[config.mk]
export PLATFORM = sky130hd
export DESIGN_NAME = mmio_display_ctrl
export DESIGN_NICKNAME = d
export VERILOG_FILES = /design/src/rtl/mmio_display_ctrl_pkg.sv /design/src/rtl/mmio_display_ctrl_btn_debounce.sv /design/src/rtl/mmio_display_ctrl.sv
export SDC_FILE = /design/constraint.sdc
export NUM_CORES = 1
export LEC_CHECK = 0
export ABC_AREA = 1
export BUFFER_PORTS_ARGS = -buffer_cell sky130_fd_sc_hd__clkbuf_2
export CAP_MARGIN = 20
export CORE_MARGIN = 2
export CORE_UTILIZATION = 53
export CTS_CLUSTER_SIZE = 16
export DETAILED_ROUTE_END_ITERATION = 6
export PLACE_DENSITY = 0.79
export SLEW_MARGIN = 25
export SYNTH_ARGS = -nofsm -noshare
export SYNTH_HDL_FRONTEND = slang
export SYNTH_SLANG_ARGS = --single-unit
[constraint.sdc]
create_clock -name clk -period 3.4 [get_ports clk]
set_input_delay 0.17 -clock clk [delete_from_list [all_inputs] [get_ports clk]]
set_output_delay 0.17 -clock clk [all_outputs]
set_load 0.005 [all_outputs]
[src/rtl/mmio_display_ctrl_pkg.sv]
// Shared address defaults, ctrl field positions and the hex-to-segment encoder
// used by mmio_display_ctrl.
package mmio_display_pkg;

   localparam int DEF_BTN_ADDR   = 0;
   localparam int DEF_DISP_ADDR  = 1;
   localparam int DEF_CTRL_ADDR  = 3;

   localparam int CTRL_BLANK_LSB = 0;
   localparam int CTRL_DP_LSB    = 8;

   // Active-high segments, bit order g..a.
   function automatic logic [6:0] hex_to_seg(input logic [3:0] v);
      logic [6:0] s;
      case (v)
         4'h0:    s = 7'h3F;
         4'h1:    s = 7'h06;
         4'h2:    s = 7'h5B;
         4'h3:    s = 7'h4F;
         4'h4:    s = 7'h66;
         4'h5:    s = 7'h6D;
         4'h6:    s = 7'h7D;
         4'h7:    s = 7'h07;
         4'h8:    s = 7'h7F;
         4'h9:    s = 7'h6F;
         4'hA:    s = 7'h77;
         4'hB:    s = 7'h7C;
         4'hC:    s = 7'h39;
         4'hD:    s = 7'h5E;
         4'hE:    s = 7'h79;
         default: s = 7'h71;
      endcase
      return s;
   endfunction

endpackage

[src/rtl/mmio_display_ctrl_btn_debounce.sv]
// One push-button channel: two-flop synchroniser followed by a run-length
// debouncer that flips the level after DEBOUNCE_CYC consecutive differing samples.
module btn_debounce #(
   parameter int DEBOUNCE_CYC = 500000
) (
   input  logic clk,
   input  logic res,
   input  logic btn_i,
   output logic level_o
);

   localparam int CNT_W = (DEBOUNCE_CYC > 1) ? $clog2(DEBOUNCE_CYC) : 1;
   localparam logic [CNT_W-1:0] CNT_LAST = CNT_W'(DEBOUNCE_CYC - 1);

   logic             sync1_q, sync2_q;
   logic             level_q, level_d;
   logic [CNT_W-1:0] cnt_q, cnt_d;

   always_comb begin
      cnt_d   = '0;
      level_d = level_q;
      if (sync2_q != level_q) begin
         if (cnt_q == CNT_LAST) begin
            level_d = ~level_q;
         end else begin
            cnt_d = cnt_q + 1'b1;
         end
      end
   end

   always_ff @(posedge clk) begin
      if (res) begin
         sync1_q <= 1'b0;
         sync2_q <= 1'b0;
         level_q <= 1'b0;
         cnt_q   <= '0;
      end else begin
         sync1_q <= btn_i;
         sync2_q <= sync1_q;
         level_q <= level_d;
         cnt_q   <= cnt_d;
      end
   end

   assign level_o = level_q;

endmodule

[src/rtl/mmio_display_ctrl.sv]
// Memory-mapped seven-segment scan controller with debounced buttons.
// Optional sticky rising-edge flags on the button register: MMIO_DISPLAY_CTRL_BTN_EDGE_EN.
module mmio_display_ctrl
   import mmio_display_pkg::*;
#(
   parameter int ADDR_W       = 12,
   parameter int DATA_W       = 16,
   parameter int DIGITS       = 4,
   parameter int NUM_BTN      = 2,
   parameter int BTN_ADDR     = DEF_BTN_ADDR,
   parameter int DISP_ADDR    = DEF_DISP_ADDR,
   parameter int CTRL_ADDR    = DEF_CTRL_ADDR,
   parameter int REFRESH_DIV  = 50000,
   parameter int DEBOUNCE_CYC = 500000
) (
   input  logic              clk,
   input  logic              res,
   input  logic              bus_sel,
   input  logic              bus_ld,
   input  logic [ADDR_W-1:0] bus_addr,
   input  logic [DATA_W-1:0] bus_wdata,
   output logic [DATA_W-1:0] bus_rdata,
   output logic              bus_hit,
   input  logic [NUM_BTN-1:0] btn,
   output logic [DIGITS-1:0] dig,
   output logic [7:0]        seg
);

   localparam int IDX_W  = (DIGITS > 1) ? $clog2(DIGITS) : 1;
   localparam int DIV_W  = (REFRESH_DIV > 1) ? $clog2(REFRESH_DIV) : 1;
   localparam int DISP_W = (DIGITS > 4) ? 32 : 16;
   localparam int SHD_W  = 4 * DIGITS;

   logic hit_btn, hit_lo, hit_hi, hit_ctrl, wr_en, rd_en;

   assign hit_btn  = (bus_addr == ADDR_W'(BTN_ADDR));
   assign hit_lo   = (bus_addr == ADDR_W'(DISP_ADDR));
   assign hit_hi   = (DIGITS > 4) && (bus_addr == ADDR_W'(DISP_ADDR + 1));
   assign hit_ctrl = (bus_addr == ADDR_W'(CTRL_ADDR));
   assign bus_hit  = bus_sel & (hit_btn | hit_lo | hit_hi | hit_ctrl);
   assign wr_en    = bus_hit & ~bus_ld;
   assign rd_en    = bus_hit & bus_ld;

   logic [NUM_BTN-1:0] btn_lvl;

   generate
      for (genvar gi = 0; gi < NUM_BTN; gi++) begin : g_btn
         btn_debounce #(.DEBOUNCE_CYC(DEBOUNCE_CYC)) u_deb (
            .clk     (clk),
            .res     (res),
            .btn_i   (btn[gi]),
            .level_o (btn_lvl[gi])
         );
      end
   endgenerate

`ifdef MMIO_DISPLAY_CTRL_BTN_EDGE_EN
   logic [NUM_BTN-1:0] lvl_prev_q, edge_q, edge_d;

   // A new rising edge outranks a simultaneous read-clear.
   always_comb begin
      edge_d = edge_q;
      if (rd_en && hit_btn) begin
         edge_d = '0;
      end
      edge_d = edge_d | (btn_lvl & ~lvl_prev_q);
   end

   always_ff @(posedge clk) begin
      if (res) begin
         lvl_prev_q <= '0;
         edge_q     <= '0;
      end else begin
         lvl_prev_q <= btn_lvl;
         edge_q     <= edge_d;
      end
   end
`endif

   logic [DISP_W-1:0] disp_q, disp_d;
   logic [15:0]       ctrl_q, ctrl_d;
   logic [15:0]       btn_word, rdata_q, rdata_d;

   always_comb begin
      disp_d = disp_q;
      ctrl_d = ctrl_q;
      if (wr_en) begin
         if (hit_lo)   disp_d[15:0] = bus_wdata;
         if (hit_hi)   disp_d[DISP_W-1 -: 16] = bus_wdata;
         if (hit_ctrl) ctrl_d = bus_wdata;
      end
   end

   always_comb begin
      btn_word = '0;
      btn_word[NUM_BTN-1:0] = btn_lvl;
`ifdef MMIO_DISPLAY_CTRL_BTN_EDGE_EN
      btn_word[8 +: NUM_BTN] = edge_q;
`else
      btn_word[15:8] = '0;
`endif
      rdata_d = '0;
      if (rd_en) begin
         if (hit_btn)       rdata_d = btn_word;
         else if (hit_lo)   rdata_d = disp_q[15:0];
         else if (hit_hi)   rdata_d = disp_q[DISP_W-1 -: 16];
         else if (hit_ctrl) rdata_d = ctrl_q;
      end
   end

   logic [DIV_W-1:0]  div_q, div_d;
   logic [IDX_W-1:0]  idx_q, idx_d;
   logic [SHD_W-1:0]  shd_disp_q, shd_disp_d;
   logic [DIGITS-1:0] shd_blank_q, shd_blank_d, shd_dp_q, shd_dp_d;
   logic [DIGITS-1:0] dig_q, dig_d, onehot;
   logic [7:0]        seg_q, seg_d;
   logic [3:0]        nib;
   logic              blank_bit, dp_bit, tick, frame_start;

   assign tick        = (div_q == DIV_W'(REFRESH_DIV - 1));
   assign frame_start = tick && (idx_q == '0);

   // Digit 0 is lit from the shadow value being captured on the same edge.
   always_comb begin
      div_d = tick ? '0 : div_q + 1'b1;
      idx_d = idx_q;
      if (tick) begin
         idx_d = (idx_q == IDX_W'(DIGITS - 1)) ? '0 : idx_q + 1'b1;
      end
      shd_disp_d  = shd_disp_q;
      shd_blank_d = shd_blank_q;
      shd_dp_d    = shd_dp_q;
      if (frame_start) begin
         shd_disp_d  = disp_q[SHD_W-1:0];
         shd_blank_d = ctrl_q[CTRL_BLANK_LSB +: DIGITS];
         shd_dp_d    = ctrl_q[CTRL_DP_LSB +: DIGITS];
      end
      nib       = '0;
      blank_bit = 1'b0;
      dp_bit    = 1'b0;
      onehot    = '0;
      for (int i = 0; i < DIGITS; i++) begin
         if (idx_q == IDX_W'(i)) begin
            nib       = shd_disp_d[4*i +: 4];
            blank_bit = shd_blank_d[i];
            dp_bit    = shd_dp_d[i];
            onehot[i] = 1'b1;
         end
      end
      dig_d = dig_q;
      seg_d = seg_q;
      if (tick) begin
         if (blank_bit) begin
            dig_d = '1;
            seg_d = 8'hFF;
         end else begin
            dig_d = ~onehot;
            seg_d = {~dp_bit, ~hex_to_seg(nib)};
         end
      end
   end

   always_ff @(posedge clk) begin
      if (res) begin
         disp_q      <= '0;
         ctrl_q      <= '0;
         rdata_q     <= '0;
         div_q       <= '0;
         idx_q       <= '0;
         shd_disp_q  <= '0;
         shd_blank_q <= '0;
         shd_dp_q    <= '0;
         dig_q       <= '1;
         seg_q       <= 8'hFF;
      end else begin
         disp_q      <= disp_d;
         ctrl_q      <= ctrl_d;
         rdata_q     <= rdata_d;
         div_q       <= div_d;
         idx_q       <= idx_d;
         shd_disp_q  <= shd_disp_d;
         shd_blank_q <= shd_blank_d;
         shd_dp_q    <= shd_dp_d;
         dig_q       <= dig_d;
         seg_q       <= seg_d;
      end
   end

   assign bus_rdata = rdata_q;
   assign dig       = dig_q;
   assign seg       = seg_q;

endmodule
==> results.md, run 1 <==
* Height of the die at between 100 and 150 µm
* Final Power at about 0.0036 W
* Slew @ Worst Pin at roughly 0.85 ns
* Setup crit end kind: flop
* Core footprint at ~12000 µm²
* Die area at 13400 µm²
* Final worst path period share at 81.4%
* Mapped Area at 6600 µm²
* Initial Util at 54.7%
* Die Width at ~120 µm
* Gate power share at under 10%
* Pint at 0.00288 W
* Share of layout cells above drive strength 1 at 16.3%
* Mapped Nets at roughly 920
* Maximum fanout along the worst path at 10
* WP data arrival at slightly above 3 ns
* Post-CTS sizing at 0
* Switching part of the total at 20.7%
* Synth Area per Inst at about 7.5 µm²
* Drt pass-1 iters at 5
* IO Count at 63
* Status: complete, no violations
* DP Wirelength at roughly 10000 µm
* Final min period at roughly 2.8 ns
* PwrDens at 475 nW/µm²
* Max Freq at approximately 360 MHz
* Area Overhead vs Synth at 15.7%
* First-pass GRT wire length at approximately 24000 µm
* Rows at 40
* Detailed-route vias per instance at between 5 and 6
* Power share of the clock group at 50.4%
* Initial antenna violation count at 0
* Net Switching at around 0.00075 W
* Hold Violations, Final at 0
* Sequential cell fraction of total power at a little under half
* WS Path Type: reg -> reg
* GRT Util Overall at between 20% and 30%
* Gpl congestion at a little over 0.9
* Largest net degree at the start of global routing at 37
* Via count at roughly 5.8k
* Slew HR at roughly 43%
* ANT cells at 0
* Fin Setup TNS at 0 ns
* PortBufs at 62
* Routed len/inst at about 13 µm
* Mapped Cells at 874
* Most common cell type on the critical path: nand3_1
* CTS tree: done
* Total grt overflow at 0
* Max stage delay cell, worst path: ha_1
* Unrepaired setup endpoints after global routing: no
* Max incr delay on CP at ~0.35 ns
* Post-CTS Repair Setup Buffers at 0
* Vias in the first global route at a little over 5k
* Element type at the critical path start: flop
* Clk buf depth at 2
* CTS buffer count at 17
* H-tree depth at 4
* CP Data Required Time at about 3.7 ns
* Multi-input gate area in the final layout at 3020 µm²
* # nets final at 985
* Clock-pin slew on the worst setup and hold paths at ~0.06 ns
* First-iteration detailed-routing DRC count at ~540
* Post-route ant nets at 0
* Final WL at about 14000 µm
* Worst Skew at about 0.0046 ns
* WP buf/inv at 6
* VDD IR-drop max at about 0.32 mV
* Slew Limit Fails at 0
* Clock root buffer master: clkbuf_16
* Crit path cell chain: inv_1 > ha_1 > buf_4 > inv_1 > nor2_1 > nand3_1 > nand3_1 > nand3_1 > nand2_2 > inv_1 > ha_1 > inv_1 > nand3_1 > nand3_1 > nand3_1 > nand2_1 > inv_1
* Hold crit path type: in -> reg
* Clk_lat worst skew at between 0.4 and 0.5 ns
* Fill cells at 1073
* Remaining DRCs at 0
* Clock sink total at approximately 150
* Synth cell types at 48
* Register area share after synthesis at 44.3%
* Reg area at 2920 µm²
* Internal reg-to-reg setup slack at 0.63 ns
* Worst path top cell family by delay: simple AND/OR/NAND/NOR gates
* Synth warnings at 0
* Leak Pwr at approximately 2.9 nW
* Max_cap viols at 0
* #FFs+latches synth at about 150
* Count of final setup violators at 0
synth_stat cells, drive strengths merged:
library cell / n / area (µm²)
dfxtp: 146 / 2920
inv: 135 / 507
nand2: 133 / 542
nor2: 92 / 409
a21oi: 90 / 473
nand3: 77 / 455
o21ai: 68 / 355
nand4: 26 / 163
nor3: 20 / 120
clkbuf: 16 / 62.6
ha: 13 / 163
buf: 9 / 65.1
or2: 9 / 58.8
nor4: 8 / 62.6
xor2: 5 / 43.8
clkinv: 4 / 22.5
xnor2: 4 / 35.0
a211oi: 3 / 22.5
a31oi: 2 / 12.5
and3: 2 / 12.5
nand3b: 2 / 15.0
nor3b: 2 / 15.0
o21a: 2 / 15.0
o21bai: 2 / 15.0
o22ai: 2 / 12.5
and2: 1 / 8.76
o211ai: 1 / 7.51
path summary, 6_finish.rpt:
path | from | end | cells past startpoint
hold reg to reg | g_btn[1].u_deb.sync1_q$_SDFF_PP0_ | g_btn[1].u_deb.sync2_q$_SDFF_PP0_ | 2
hold / removal | bus_wdata[12] | ctrl_q[12]$_SDFFE_PP0P_ | 3
setup reg to reg | idx_q[0]$_SDFFE_PP0P_ | seg[3]$_SDFFE_PP1P_ | 17
setup / recovery | idx_q[0]$_SDFFE_PP0P_ | seg[3]$_SDFFE_PP1P_ | 17
routing by layer:
metal	part of all wire (%)	track usage [%]	vias to the layer above
met5	0	0	-
met4	2.1	9.40	0
met3	5.7	5.33	28
met2	45	35.0	144
met1	47	30.4	2631
li1	-	-	2983
sequential cells by signal, indices dropped and copies added (netlist names):
signal               flops
div_q                   16
g_btn.u_deb.sync1_q      2
shd_blank_q              4
idx_q                    2
shd_disp_q              16
g_btn.u_deb.sync2_q      2
g_btn.u_deb.level_o      2
ctrl_q                  16
shd_dp_q                 4
seg                      8
g_btn.u_deb.cnt_q       38
bus_rdata               16
dig                      4
disp_q                  16
logic make-up (layout without fill, tap and decap cells):
group | Yosys count | in the layout | synth area share (%)
simple gates | 372 | 372 | 28.2
buf+inv | 164 | 240 | 9.96
compound gates | 170 | 170 | 13.8
fa+ha+maj | 13 | 13 | 2.47
xor+xnor | 9 | 9 | 1.19
flops | 146 | 146 | 44.3
timing repair:
item | in CTS | in global routing
hold endpoints to repair | 2 | 0
endpoints found under the setup margin | 0 | 0
hold buffers | 2 | 0
metrics by stage:
stage	worst slack (ns)	hold slack (ns)	cells	util [%]	instance area (µm²)
2_1_floorplan	0.993	0.277	874	-	6600
3_3_place_gp	0.790	0.388	1085	58.3	7030
3_5_place_dp	0.687	0.391	1085	58.3	7030
4_1_cts	0.645	0.0342	1118	63.3	7630
5_1_grt	0.422	0.0655	1118	63.3	7630
6_report	0.633	0.0567	1118	63.3	7630
final cells by class:
class                   instances  share of cell area, %
inverters                     139                   6.93
clock buffers                  22                   6.21
multi-input cells             564                   39.5
well taps                     168                   2.75
flip-flops and latches        146                   38.3
clock inverters                 9                   1.39
repair buffers                 70                   4.92
worst reg2reg max path: cells and delay by family (launching register included):
family                   cells  cell delay, ns
AND/OR/NAND/NOR              9            1.13
buffers and inverters        6            0.62
adder cells (fa/ha/maj)      2            0.58
flip-flops                   1            0.34
power by group through the flow:
stage / sequential (W) / combinational [W] / clock, W
6_report: 0.00172 / 0.0000767 / 0.00183
2_1_floorplan: 0.00176 / 0.0000388 / 0
3_5_place_dp: 0.00176 / 0.0000738 / 0
4_1_cts: 0.00172 / 0.0000766 / 0.00185
3_3_place_gp: 0.00176 / 0.0000738 / 0
5_1_grt: 0.00172 / 0.0000866 / 0.00193
layout by cell type, fill, tap and decap left out, drive strengths merged:
cell type	count
dfxtp	146
nor2	92
o21bai	2
or2	9
o211ai	1
a31oi	2
nand4	26
o21ai	68
bufinv	2
nor4	8
and3	2
ha	13
o22ai	2
a211oi	3
dlygate4sd3	2
and2	1
clkbuf	84
inv	135
nand3b	2
nand2	133
nor3	20
xnor2	4
o21a	2
a21oi	90
clkinvlp	3
clkinv	8
buf	6
nor3b	2
nand3	77
xor2	5
No activity file was read; power rests on OpenSTA's default activity.
==> run 2, diff against run 1 <==
- PLACE_DENSITY: 0.79 -> 0.81
- clock period: 3.4 -> 2.39 ns (I/O delays scaled with it)
==> run 2 against run 1 <==
  * Via count increased by 3.1%
  * Final cell count is 2.6% higher
  * Final area grew 3.9%
  * Combinational power up 64%
  * Non-clock buffer count is 28 higher
  * Utilization increased by 2.5 points
  * Sequential cell count unchanged
  * Sequential share of layout area fell by 1.3 points
  * Routed wire length up 4.5%
  * Critical endpoint unchanged
==> results.md, run 2 (synthesized netlist as in run 1, its figures left out) <==
* Clk_lat worst skew at 0.43 ns (was 0.42 ns)
* Worst hold start: bus_wdata[2] (was bus_wdata[12])
* Clock sink total at 146 (unchanged)
* Max_cap viols at 0 (unchanged)
* GRT Util Overall at 22.6% (about the same)
* Routed len/inst at 13.2 µm (was 12.9 µm)
* WS Path Type: reg -> reg (unchanged)
* Most common cell after layout, fill and taps aside: dfxtp_1 (unchanged)
* Reg2Reg Launch Point: div_q[0]$_SDFF_PP0_ (was idx_q[0]$_SDFFE_PP0P_)
* Leak Pwr at 3.02 nW (was 2.87 nW)
* Area Overhead vs Synth at 20.3% (was 15.7%)
* Final WL at 15100 µm (was 14400 µm)
* Die Width at 116 µm (unchanged)
* Height of the die at 116 µm (unchanged)
* Largest net degree at the start of global routing at 36 (was 37)
* Clock root buffer master: clkbuf_16 (unchanged)
* Final min period at 2.29 ns (was 2.77 ns)
* CTS tree: done (unchanged)
* Post-route ant nets at 0 (unchanged)
* Hold Violations, Final at 0 (unchanged)
* Maximum fanout along the worst path at 6 (was 10)
* Post-DP Area at 7190 µm² (was 7030 µm²)
* Setup crit end kind: flop (unchanged)
* Vias in the first global route at 5107 (was 5155)
* Post-route cell area at 7940 µm² (was 7630 µm²)
* Slew HR at 60.4% (was 43.2%)
* CP Launch Point: div_q[0]$_SDFF_PP0_ (was idx_q[0]$_SDFFE_PP0P_)
* DP Wirelength at 10500 µm (was 10400 µm)
* PwrDens at 641 nW/µm² (was 475 nW/µm²)
* WP data arrival at 2.63 ns (was 3.09 ns)
* Worst Skew at 0.0125 ns (was 0.00465 ns)
* CTS buffer count at 17 (unchanged)
* Initial Util at 54.7% (unchanged)
* Share of layout cells above drive strength 1 at 20.4% (was 16.3%)
* Detailed-route vias per instance at 5.20 (was 5.18)
* Rows at 40 (unchanged)
* Element type at the critical path start: flop (unchanged)
* Clock-pin slew on the worst setup and hold paths at 0.06 ns (about the same)
* Drt pass-1 iters at 7 (was 5)
* VDD IR-drop max at 0.600 mV (was 0.320 mV)
* Core footprint at 12100 µm² (unchanged)
* Via count at 5967 (was 5786)
* Initial antenna violation count at 0 (unchanged)
* First-pass GRT wire length at 24000 µm (was 23800 µm)
* Largest Register: g_btn.u_deb.cnt_q (unchanged)
* # nets final at 1013 (was 985)
* Count of final setup violators at 0 (unchanged)
* IO Count at 63 (unchanged)
* Max Freq at 436 MHz (was 361 MHz)
* H-tree depth at 4 (unchanged)
* First-iteration detailed-routing DRC count at 693 (was 537)
* Clk buf depth at 2 (unchanged)
* Gpl congestion at 0.901 (was 0.916)
* CP Data Required Time at 2.73 ns (was 3.72 ns)
* Total grt overflow at 0 (unchanged)
* Die area at 13400 µm² (unchanged)
* Hold crit path type: in -> reg (unchanged)
* ANT cells at 0 (unchanged)
* Max FFs per register at 38 (unchanged)
* Final worst path period share at 95.9% (was 81.4%)
* Remaining DRCs at 0 (unchanged)
* Slew Limit Fails at 0 (unchanged)
* PortBufs at 62 (unchanged)
* Slew @ Worst Pin at 0.588 ns (was 0.849 ns)
* Most frequent cells in the layout: 138 x dfxtp_1, 129 x inv_1, 119 x nand2_1 (was 146 x dfxtp_1, 131 x inv_1, 120 x nand2_1)
* Status: complete, no violations (unchanged)
* Core Util, Final at 65.8% (was 63.3%)
[run 2: changes by cell type in the layout (fill, tap and decap cells not counted), moves of 4 or more]
cell / delta
buf_4: +18
buf_6: +5
dfxtp_1: -8
dfxtp_2: +8
dlygate4sd3_1: +4
ha_1: -4
nand3_1: -4
nand3_2: +4
[run 2: where the power goes]
part	switching [W]	total [W]	internal, W	leakage [nW]
Clock	0.00105	0.00251	0.00146	0.267
Combinational	0.0000739	0.000126	0.0000522	1.58
Sequential	0.00000716	0.00245	0.00244	1.18
[run 2: timing repair]
item	CTS	global route
endpoints found under the hold margin	7	0
resized for setup	2	27
setup buffers	0	5
gates cloned	0	0
hold buffers	6	0
pin swaps	0	9
setup endpoints to repair	2	7
[run 2: final cells by class]
cell class / instances / area (µm²)
inverters: 139 / 532
fillers: 954 / 4130
flip-flops and latches: 146 / 2930
repair buffers: 98 / 627
well taps: 168 / 210
clock inverters: 12 / 108
multi-input cells: 564 / 3080
clock buffers: 20 / 447
[run 2: stage by stage]
stage	power, W	cells	TNS, ns	setup slack (ns)	hold WS (ns)
global placement	0.00261	1104	0	0.0923	0.315
floorplan	0.00256	874	0	0.00719	0.226
global route	0.00523	1147	-0.0944	-0.0541	0.0187
detailed placement	0.00262	1104	-0.00105	-0.00105	0.328
finish	0.00509	1147	0	0.0983	0.00973
CTS	0.00510	1142	0	0.00359	0.00146
[run 2: final timing paths]
check | slack [ns] | end | cells after the start
setup / recovery | 0.1 | seg[3]$_SDFFE_PP1P_ | 17
hold / removal | 0.01 | disp_q[2]$_SDFFE_PP0P_ | 3
setup reg to reg | 0.1 | seg[3]$_SDFFE_PP1P_ | 17
hold reg to reg | 0.40 | g_btn[0].u_deb.sync2_q$_SDFF_PP0_ | 2
[run 2: routing by layer]
metal / track usage [%] / up-vias / part of all wire [%]
li1: - / 3035 / -
met5: 0 / - / 0
met4: 7.79 / 0 / 2.1
met3: 4.81 / 28 / 6.5
met1: 31.7 / 2701 / 47
met2: 34.6 / 203 / 44
[run 2: worst max-delay path, cell delays in order (launching register included)]
cell and delay, ns:
dfxtp_2 0.35, ha_4 0.16, nand3_4 0.11, nor2_4 0.17, nand3_4 0.15, nand2_2 0.11
nand3_1 0.11, nand3_1 0.11, nand3_2 0.09, nand2_2 0.13, inv_2 0.06, ha_2 0.19
inv_1 0.10, nand3_2 0.09, nand3_1 0.09, nand3_1 0.09, nand2_1 0.06, inv_1 0.03
